## src/rtl/fsm_2scomp_decode_if.sv

```systemverilog
// Handshake/bus bundle for the serial two's-complement to sign-magnitude decoder.
// Latency: none, wires only.
// Backpressure: none; start is only honoured while the decoder is idle.
//
// Signals:
//   start - request pulse or level, sampled by the decoder only while idle
//   in    - two's-complement operand, captured on the accepting edge
//   mag   - unsigned magnitude of the last decoded word
//   sign  - sign of the last decoded word (1 = negative)
//   done  - one-cycle completion pulse
//   busy  - decoder is not idle
interface fsm_2scomp_decode_if #(
    parameter int WIDTH = 8
);
    logic             start;
    logic [WIDTH-1:0] in;
    logic [WIDTH-1:0] mag;
    logic             sign;
    logic             done;
    logic             busy;

    // Producer side: drives the request and operand, observes the result.
    modport master (
        output start,
        output in,
        input  mag,
        input  sign,
        input  done,
        input  busy
    );

    // Decoder side.
    modport slave (
        input  start,
        input  in,
        output mag,
        output sign,
        output done,
        output busy
    );
endinterface

```

## src/rtl/fsm_2scomp_decode.sv

```systemverilog
// Bit-serial two's-complement to sign-magnitude decoder, LSB-first over WIDTH cycles.
// Latency: start accepted at E0, done/mag/sign valid after E_WIDTH, idle again after E_WIDTH+1.
// Backpressure: none queued; start while busy (including the DONE cycle) is dropped.
//
// Ports:
//   clk   - rising-edge clock
//   reset - asynchronous active-low reset, forces idle and clears all state
//   bus   - slave modport of fsm_2scomp_decode_if (start/in in, mag/sign/done/busy out)
module fsm_2scomp_decode #(
    parameter int WIDTH = 8
) (
    input  logic                 clk,
    input  logic                 reset,
    fsm_2scomp_decode_if.slave   bus
);

    localparam int            CW       = (WIDTH > 2) ? $clog2(WIDTH) : 1;
    localparam logic [CW-1:0] LAST_IDX = CW'(WIDTH - 1);

    typedef enum logic [1:0] {
        IDLE  = 2'd0,
        SHIFT = 2'd1,
        DONE  = 2'd2
    } state_t;

    state_t state_q;
    state_t state_d;

    // Operand shift register, result accumulator and published result.
    logic [WIDTH-1:0] sh_q;
    logic [WIDTH-1:0] acc_q;
    logic [WIDTH-1:0] mag_q;
    logic             neg_q;
    logic             seen_q;
    logic             sign_q;
    logic             done_q;
    logic [CW-1:0]    cnt_q;

    // Per-cycle decode terms.
    logic             cur_bit;
    logic             res_bit;
    logic             last_bit;
    logic [WIDTH-1:0] acc_nxt;

    // FSM control strobes.
    logic             accept;
    logic             step;
    logic             finish;

    // Negation of a negative word: bits up to and including the first 1
    // are copied, every bit above it is inverted. For non-negative words
    // neg_q is 0 so the XOR term vanishes and bits pass straight through.
    assign cur_bit  = sh_q[0];
    assign res_bit  = cur_bit ^ (neg_q & seen_q);
    assign last_bit = (cnt_q == LAST_IDX);

    // Result enters at the MSB and drifts right, so after WIDTH steps the
    // first-processed (LSB) bit sits at position 0.
    assign acc_nxt  = {res_bit, acc_q[WIDTH-1:1]};

    always_ff @(posedge clk or negedge reset) begin
        if (!reset) begin
            state_q <= IDLE;
        end else begin
            state_q <= state_d;
        end
    end

    always_comb begin
        state_d = state_q;
        accept  = 1'b0;
        step    = 1'b0;
        finish  = 1'b0;
        case (state_q)
            IDLE: begin
                if (bus.start) begin
                    accept  = 1'b1;
                    state_d = SHIFT;
                end
            end
            SHIFT: begin
                step = 1'b1;
                if (last_bit) begin
                    finish  = 1'b1;
                    state_d = DONE;
                end
            end
            DONE: begin
                // Start is deliberately not looked at here: a request seen
                // in this cycle is dropped, not carried into IDLE.
                state_d = IDLE;
            end
            default: begin
                state_d = IDLE;
            end
        endcase
    end

    always_ff @(posedge clk or negedge reset) begin
        if (!reset) begin
            sh_q   <= '0;
            acc_q  <= '0;
            mag_q  <= '0;
            neg_q  <= 1'b0;
            seen_q <= 1'b0;
            sign_q <= 1'b0;
            done_q <= 1'b0;
            cnt_q  <= '0;
        end else begin
            done_q <= finish;
            if (accept) begin
                sh_q   <= bus.in;
                neg_q  <= bus.in[WIDTH-1];
                acc_q  <= '0;
                seen_q <= 1'b0;
                cnt_q  <= '0;
            end else if (step) begin
                sh_q   <= {1'b0, sh_q[WIDTH-1:1]};
                acc_q  <= acc_nxt;
                seen_q <= seen_q | (neg_q & cur_bit);
                cnt_q  <= cnt_q + CW'(1);
                // Publish only the complete word, on the same edge that
                // absorbs the final bit, so mag/sign never show partials.
                if (finish) begin
                    mag_q  <= acc_nxt;
                    sign_q <= neg_q;
                end
            end
        end
    end

    assign bus.mag  = mag_q;
    assign bus.sign = sign_q;
    assign bus.done = done_q;
    assign bus.busy = (state_q != IDLE);

endmodule

```

## src/flat_wrapper.sv

```systemverilog
// flat-port wrapper written by rule: the top's interface ports become plain ports
module fsm_2scomp_decode_flat 
#(
    parameter int WIDTH = 8
)
  (clk, reset, bus_start, bus_in, bus_mag, bus_sign, bus_done, bus_busy);
  fsm_2scomp_decode_if #(.WIDTH(WIDTH)) bus_i ();
  input  logic clk;
  input  logic reset;
  input wire logic [$bits(bus_i.start)-1:0] bus_start;
  input wire logic [$bits(bus_i.in)-1:0] bus_in;
  output wire logic [$bits(bus_i.mag)-1:0] bus_mag;
  output wire logic [$bits(bus_i.sign)-1:0] bus_sign;
  output wire logic [$bits(bus_i.done)-1:0] bus_done;
  output wire logic [$bits(bus_i.busy)-1:0] bus_busy;
  assign bus_i.start = bus_start;
  assign bus_i.in = bus_in;
  assign bus_mag = bus_i.mag;
  assign bus_sign = bus_i.sign;
  assign bus_done = bus_i.done;
  assign bus_busy = bus_i.busy;
  fsm_2scomp_decode #(.WIDTH(WIDTH)) u_core (.clk(clk), .reset(reset), .bus(bus_i));
endmodule
```

## config.mk

```make
export PLATFORM = sky130hd
export DESIGN_NAME = fsm_2scomp_decode_flat
export DESIGN_NICKNAME = d
export VERILOG_FILES = /design/src/rtl/fsm_2scomp_decode_if.sv /design/src/rtl/fsm_2scomp_decode.sv /design/src/flat_wrapper.sv
export SDC_FILE = /design/constraint.sdc
export NUM_CORES = 1
export LEC_CHECK = 0
export ABC_CLOCK_PERIOD_IN_PS = 2300
export CORE_ASPECT_RATIO = 1.75
export CORE_MARGIN = 3
export CORE_UTILIZATION = 35
export DETAILED_ROUTE_END_ITERATION = 10
export DONT_BUFFER_PORTS = 1
export SLEW_MARGIN = 40
export SYNTH_ARGS = -nofsm -noshare
export SYNTH_HDL_FRONTEND = slang
export SYNTH_SLANG_ARGS = --single-unit
```

## constraint.sdc

```tcl
create_clock -name clk -period 2.3 [get_ports clk]
set_input_delay 0.46 -clock clk [delete_from_list [all_inputs] [get_ports clk]]
set_output_delay 0.46 -clock clk [all_outputs]
set_load 0.01 [all_outputs]
```

==> flow_summary_export.csv, run 1 <==
group,metric,value,unit
drt,drt_iter0_drc,18,
placement,dp_cells,155,
sta,hold_violations,0,
floorplan,die-area,4900,um2
drt,wl_per_cell,15.19,um
floorplan,die_y,90.38,um
grt,grt_pass1_wl,4319,um
clocking,cts_htree_levels,2,
power,powerDensity,1305,nW/um2
grt,grt_overflow,0,
clocking,clock_latency,0.28,ns
sta,max_freq,557.1,MHz
grt,antenna_found_initial,0,
power,ir_drop,0.5051,mV
setup_path,cp_max_fo,18,
sta,finalCritPeriodShare,78.05,%
clocking,cts.root.buffer_cell,"clkbuf_8",
clocking,cts_tree,"yes",
logic_synthesis,netlist_instances,113,
floorplan,rows,30,
setup_path,critPathLaunchType,"flop",
logic_synthesis,syn_nets,126,
setup_path,critPathCaptureType,"output pin",
sta,timing.setup.tns,0,ns
setup_path,cp.required,1.84,ns
clocking,cts_buffer_depth,2,
floorplan,initial_core_util,36.47,%
drt,dr.pass1.iters,3,
drt,wl,2507,um
sta,rsz0062_at_grt,"no",
finish,layout-drive-gt1-share,17.95,%
clocking,numCtsBuffers,5,
sta,max_slew_margin,64.77,%
clocking,clkTransAtPathRegs,0.07,ns
logic_synthesis,avgSynthCellArea,12.60,um2
finish,finalNonFillerCells,165,
finish,diodes,0,
run_status,status,"finished clean",
finish,n_fill_cell,406,
sta,setup_viol,0,
drt,remaining_drc_errors,0,
grt,track_usage,12.16,%
clocking,post_cts_buffers,0,
flow_run,max-cap-violations,0,
hold_path,holdCritPathClass,"input port to flop",
finish,design_area,1540,um2
placement,place_ws,0.7783,ns
logic_synthesis,yosysWarnings,0,
placement,place_area,1416,um2
grt,grt_pass1_vias,895,
logic_synthesis,syn_area,1424,um2
power,p_leak,0.7366,nW
drt,avgViaCountPerCell,5.127,
finish,area_growth,8.172,%
floorplan,core-area,3904,um2
floorplan,io_pins,22,
sta,fin_ws,0.5049,ns
floorplan,die_w,54.22,um
placement,globalplace.congestion,0.6731,
setup_path,critPathKind,"flop to output pin",
finish,final_nets,129,
placement,hpwl,1763,um
drt,ant_nets,0,
logic_synthesis,yosysUniqueCellTypes,25,
logic_synthesis,synth-seq-cells,32,
setup_path,crit_arrival,1.34,ns
sta,skew,0.005809,ns
sta,tightest_slew,0.5284,ns
sta,drv_slew,0,
sta,post-route-min-period,1.795,ns
grt,grt_max_degree,33,
logic_synthesis,ys_seq_area_share,56.24,%
clocking,clock_sink_count,32,
placement,port-buffer-count,0,
drt,vias,846,
-- report_power, final --
part / switching (mW) / internal, mW / leakage [nW] / total, mW
clock network: 0.200 / 0.243 / 0.0445 / 0.442
logic: 0.241 / 0.307 / 0.279 / 0.547
registers: 0.231 / 0.789 / 0.413 / 1.02
-- registers in the layout, indices dropped and copies added (netlist names) --
| register | cells |
|---|---|
| u_core.acc_q | 7 |
| u_core.bus.done | 1 |
| u_core.seen_q | 1 |
| u_core.sh_q | 8 |
| u_core.cnt_q | 3 |
| u_core.bus.mag | 8 |
| u_core.state_q | 2 |
| u_core.neg_q | 1 |
| u_core.bus.sign | 1 |
-- logic make-up (layout without fill, tap and decap cells) --
group                    count (synthesis)  count (layout)  synth area share, %
multiplexers                             8               8                7.909
adder cells (fa/ha/maj)                  2               2                1.757
buffers and inverters                   10              14                5.975
XOR/XNOR                                 1               1               0.6152
flip-flops                              32              32                56.24
AO/OA/AOI/OAI                           30              30                15.91
AND/OR/NAND/NOR                         30              30                11.60
-- per-layer routing --
metal,vias to the layer above,share of wire (%),global-route usage [%],wire [um]
met5,-,0,0,0
met4,0,2.7,6.861,67
met3,5,5.6,4.793,140
met2,18,51,18.30,1273
met1,417,41,14.10,1025
li1,406,-,-,-
-- worst paths after layout --
| kind | end | slack (ns) | start | cells after the start |
|---|---|---|---|---|
| min in group asynchronous | u_core.sh_q[7]$_DFFE_PN0P_ | 0.62 | reset | 2 |
| worst min-delay path | u_core.neg_q$_DFFE_PN0N_ | 0.35 | bus_start | 2 |
| worst min register to register | u_core.cnt_q[0]$_DFFE_PN0P_ | 0.50 | u_core.cnt_q[0]$_DFFE_PN0P_ | 1 |
| worst max-delay path | bus_busy | 0.50 | u_core.state_q[1]$_DFFE_PN0P_ | 2 |
| max in group asynchronous | u_core.bus.done$_DFF_PN0_ | 1.52 | reset | 2 |
| worst max register to register | u_core.bus.mag[0]$_DFFE_PN0P_ | 0.79 | u_core.state_q[1]$_DFFE_PN0P_ | 2 |
-- stage by stage --
step | hold slack, ns | util [%] | power (mW)
floorplan | 0.1644 | - | 1.504
global placement | 0.1657 | 36.28 | 1.547
detailed placement | 0.1655 | 36.28 | 1.574
CTS | 0.3441 | 39.46 | 2.048
global route | 0.3639 | 39.46 | 2.160
finish | 0.3531 | 39.46 | 2.010
-- critical path, stage by stage, from the launching register on --
cell and delay (ns):
dfrtp_1 0.67, inv_1 0.21, nand2_1 0.17
-- repair_timing --
item                      CTS  global route
gates resized for setup     0             0
hold buffers                2             0
hold endpoints to repair   32             0
-- cells in the mapped netlist --
cell type	count	area, um2
nor2_4	1	11.26
inv_1	3	11.26
nand2_1	15	56.30
buf_6	6	67.56
nand3_1	1	5.000
o21ai_0	1	5.000
mux2_2	2	22.52
a22o_1	8	70.07
ha_1	2	25.02
a21oi_1	3	15.01
o21ai_1	9	45.04
nor2_1	2	7.510
a31oi_1	1	6.260
nor2b_1	1	6.260
inv_4	1	6.260
mux2_4	6	90.09
nand4_1	1	6.260
xor2_1	1	8.760
o22ai_1	1	6.260
o21bai_4	1	18.77
a221o_1	6	60.06
nand2b_1	7	43.79
nand3b_4	1	20.02
nand2b_2	1	8.760
dfrtp_1	32	800.8
-- layout by cell type (no fill, tap or decap), drive strengths merged --
| cell | n |
|---|---|
| a21oi | 3 |
| a221o | 6 |
| a22o | 8 |
| a31oi | 1 |
| buf | 1 |
| clkbuf | 7 |
| clkinvlp | 1 |
| dfrtp | 32 |
| dlygate4sd3 | 1 |
| ha | 2 |
| inv | 4 |
| mux2 | 8 |
| nand2 | 15 |
| nand2b | 8 |
| nand3 | 1 |
| nand3b | 1 |
| nand4 | 1 |
| nor2 | 3 |
| nor2b | 1 |
| o21ai | 10 |
| o21bai | 1 |
| o22ai | 1 |
| xor2 | 1 |
-- final cells by class --
class                      count  area, um2  area share [%]
tap                           48      60.06           3.899
clock inverter                 1      7.507          0.4874
sequential                    32      800.8           51.99
inverter                       4      17.52           1.137
timing repair buffer           2      30.03           1.950
clock buffer                   7      86.33           5.605
multi-input combinational     71      538.0           34.93
Note: power is estimated with default switching activity, not from simulation.
==> run 2, diff against run 1 <==
--- a/config.mk
+++ b/config.mk
@@ -5,7 +5,7 @@
 export SDC_FILE = /design/constraint.sdc
 export NUM_CORES = 1
 export LEC_CHECK = 0
-export ABC_CLOCK_PERIOD_IN_PS = 2300
+export ABC_CLOCK_PERIOD_IN_PS = 1800
 export CORE_ASPECT_RATIO = 1.75
 export CORE_MARGIN = 3
 export CORE_UTILIZATION = 35
==> constraint.sdc (replaced) <==
create_clock -name clk -period 1.8 [get_ports clk]
set_input_delay 0.36 -clock clk [delete_from_list [all_inputs] [get_ports clk]]
set_output_delay 0.36 -clock clk [all_outputs]
set_load 0.01 [all_outputs]
==> run 2 against run 1 <==
  * Final area grew 2.6%
  * Non-clock buffer count grew 1
  * Sequential power grew 27%
  * Critical endpoint is now u_core.bus.mag[0]$_DFFE_PN0P_
  * Die area is the same
  * Critical path type is now flop to flop
  * Global-route usage grew 0.50 points
  * Via count grew 2.2%
  * First-iteration DRC count grew 28%
  * Clock skew grew 0.0024 ns
==> flow_summary_export.csv, run 2 (synthesis results as in run 1) <==
group,metric,value,unit
run_status,status,"finished clean",
power,powerDensity,1758,nW/um2
power,power.switching,0.8789,mW
placement,port-buffer-count,0,
setup_path,critPathLaunchType,"flop",
grt,grt_overflow,0,
clocking,clkTransAtPathRegs,0.07,ns
setup_path,worstReg2RegStart,"u_core.cnt_q[0]$_DFFE_PN0P_",
drt,remaining_drc_errors,0,
clocking,numCtsBuffers,5,
setup_path,r2r_cells,4,
hold_path,worst_hold_startpoint,"bus_start",
placement,globalplace.congestion,0.7263,
floorplan,die_y,90.38,um
finish,layout_commonest_cell,"dfrtp_1",
clocking,cts_htree_levels,2,
setup_path,r2r_setup_slack,0.27,ns
power,p_comb_share,26.4,%
clocking,post_cts_buffers,0,
sta,timing.setup.tns,0,ns
grt,grt_pass1_wl,4547,um
clocking,cts.root.buffer_cell,"clkbuf_8",
sta,tightest_slew,0.5066,ns
setup_path,cp_max_fo,12,
power,internal-power,1.899,mW
placement,hpwl,1851,um
clocking,holdBufCountCts,2,
power,ir_drop,0.6567,mV
grt,track_usage,12.66,%
placement,place_area,1424,um2
sta,finalCritPeriodShare,84.92,%
grt,grt_max_degree,33,
sta,setup_viol,0,
setup_path,rr_endpoint,"u_core.bus.mag[0]$_DFFE_PN0P_",
drt,vias,865,
finish,layout-drive-gt1-share,19.49,%
finish,design_area,1580,um2
drt,dr.pass1.iters,4,
sta,max_freq,654.2,MHz
drt,drt_iter0_drc,23,
clocking,clock_latency,0.28,ns
power,p_clk_share,26.9,%
sta,hold_violations,0,
floorplan,die-area,4900,um2
sta,fin_ws,0.2715,ns
floorplan,core-area,3904,um2
power,total_power,2.777,mW
power,switching_share,31.64,%
setup_path,cp-startpoint,"u_core.cnt_q[0]$_DFFE_PN0P_",
finish,finalNonFillerCells,166,
placement,dp_cells,156,
drt,ant_nets,0,
drt,avgViaCountPerCell,5.211,
flow_run,max-cap-violations,0,
hold_path,hold_path_depth,2,
clocking,cts_resized,0,
finish,fin_util,40.48,%
hold_path,holdCritPathClass,"input port to flop",
setup_path,crit_arrival,1.69,ns
setup_path,critPathKind,"flop to flop",
clocking,cts_buffer_depth,2,
hold_path,hold-path-endpoint,"u_core.neg_q$_DFFE_PN0N_",
sta,post-route-min-period,1.529,ns
setup_path,critPathCaptureType,"flop",
grt,grt_pass1_vias,951,
finish,layout_common_cells,"dfrtp_1, nand2_1, o21ai_1",
sta,rsz0062_at_grt,"no",
floorplan,io_pins,22,
power,p_leak,0.7620,nW
sta,max_slew_margin,66.10,%
finish,area_growth,10.98,%
drt,wl,2608,um
placement,place_ws,0.2920,ns
grt,antenna_found_initial,0,
finish,final_nets,130,
finish,diodes,0,
power,seq_power_share,46.8,%
finish,n_fill_cell,386,
sta,hold_slack,0.2510,ns
setup_path,cp.required,1.96,ns
floorplan,die_w,54.22,um
floorplan,initial_core_util,36.47,%
floorplan,rows,30,
clocking,cts_tree,"yes",
clocking,clock_sink_count,32,
drt,wl_per_cell,15.71,um
sta,skew,0.008202,ns
sta,drv_slew,0,
[run 2: cell types whose count changed in the layout (fill, tap and decap cells not counted)]
cell	previous run	this run
clkbuf_8	6	7
clkbuf_1	1	0
bufinv_16	0	1
buf_4	0	1
clkinvlp_4	1	0
[run 2: final cells by class]
type,count,area [um2],area share [%]
multi-input combinational,71,538.0,34.05
tap,48,60.06,3.800
timing repair buffer,3,37.54,2.375
sequential,32,800.8,50.67
inverter,4,17.52,1.108
clock inverter,1,30.03,1.900
clock buffer,7,96.34,6.097
[run 2: per-layer routing]
layer / vias up / global-route usage (%) / share of wire (%) / wire, um
li1: 407 / - / - / -
met1: 431 / 14.81 / 38 / 979
met2: 20 / 19.30 / 54 / 1404
met3: 7 / 4.628 / 6.1 / 160
met4: 0 / 6.861 / 2.4 / 63
met5: - / 0 / 0 / 0
[run 2: how the worst max path moves through the flow]
stage	end	cells past startpoint
2_1_floorplan	u_core.bus.mag[2]$_DFFE_PN0P_	5
3_3_place_gp	u_core.bus.mag[0]$_DFFE_PN0P_	4
3_5_place_dp	u_core.bus.mag[1]$_DFFE_PN0P_	4
4_1_cts	u_core.bus.mag[1]$_DFFE_PN0P_	4
5_1_grt	u_core.bus.mag[0]$_DFFE_PN0P_	4
6_report	u_core.bus.mag[0]$_DFFE_PN0P_	4
[run 2: power by group through the flow]
stage               Combinational, mW  Clock (mW)  Sequential [mW]
floorplan                       0.712           0             1.21
global placement                0.684           0             1.30
detailed placement              0.719           0             1.32
CTS                             0.748       0.763             1.30
global route                    0.827       0.790             1.34
finish                          0.733       0.746             1.30
[run 2: critical path: stages (launching register included)]
cell,delay [ns]
dfrtp_1,0.41
ha_1,0.22
ha_1,0.22
nand3b_4,0.20
mux2_2,0.36
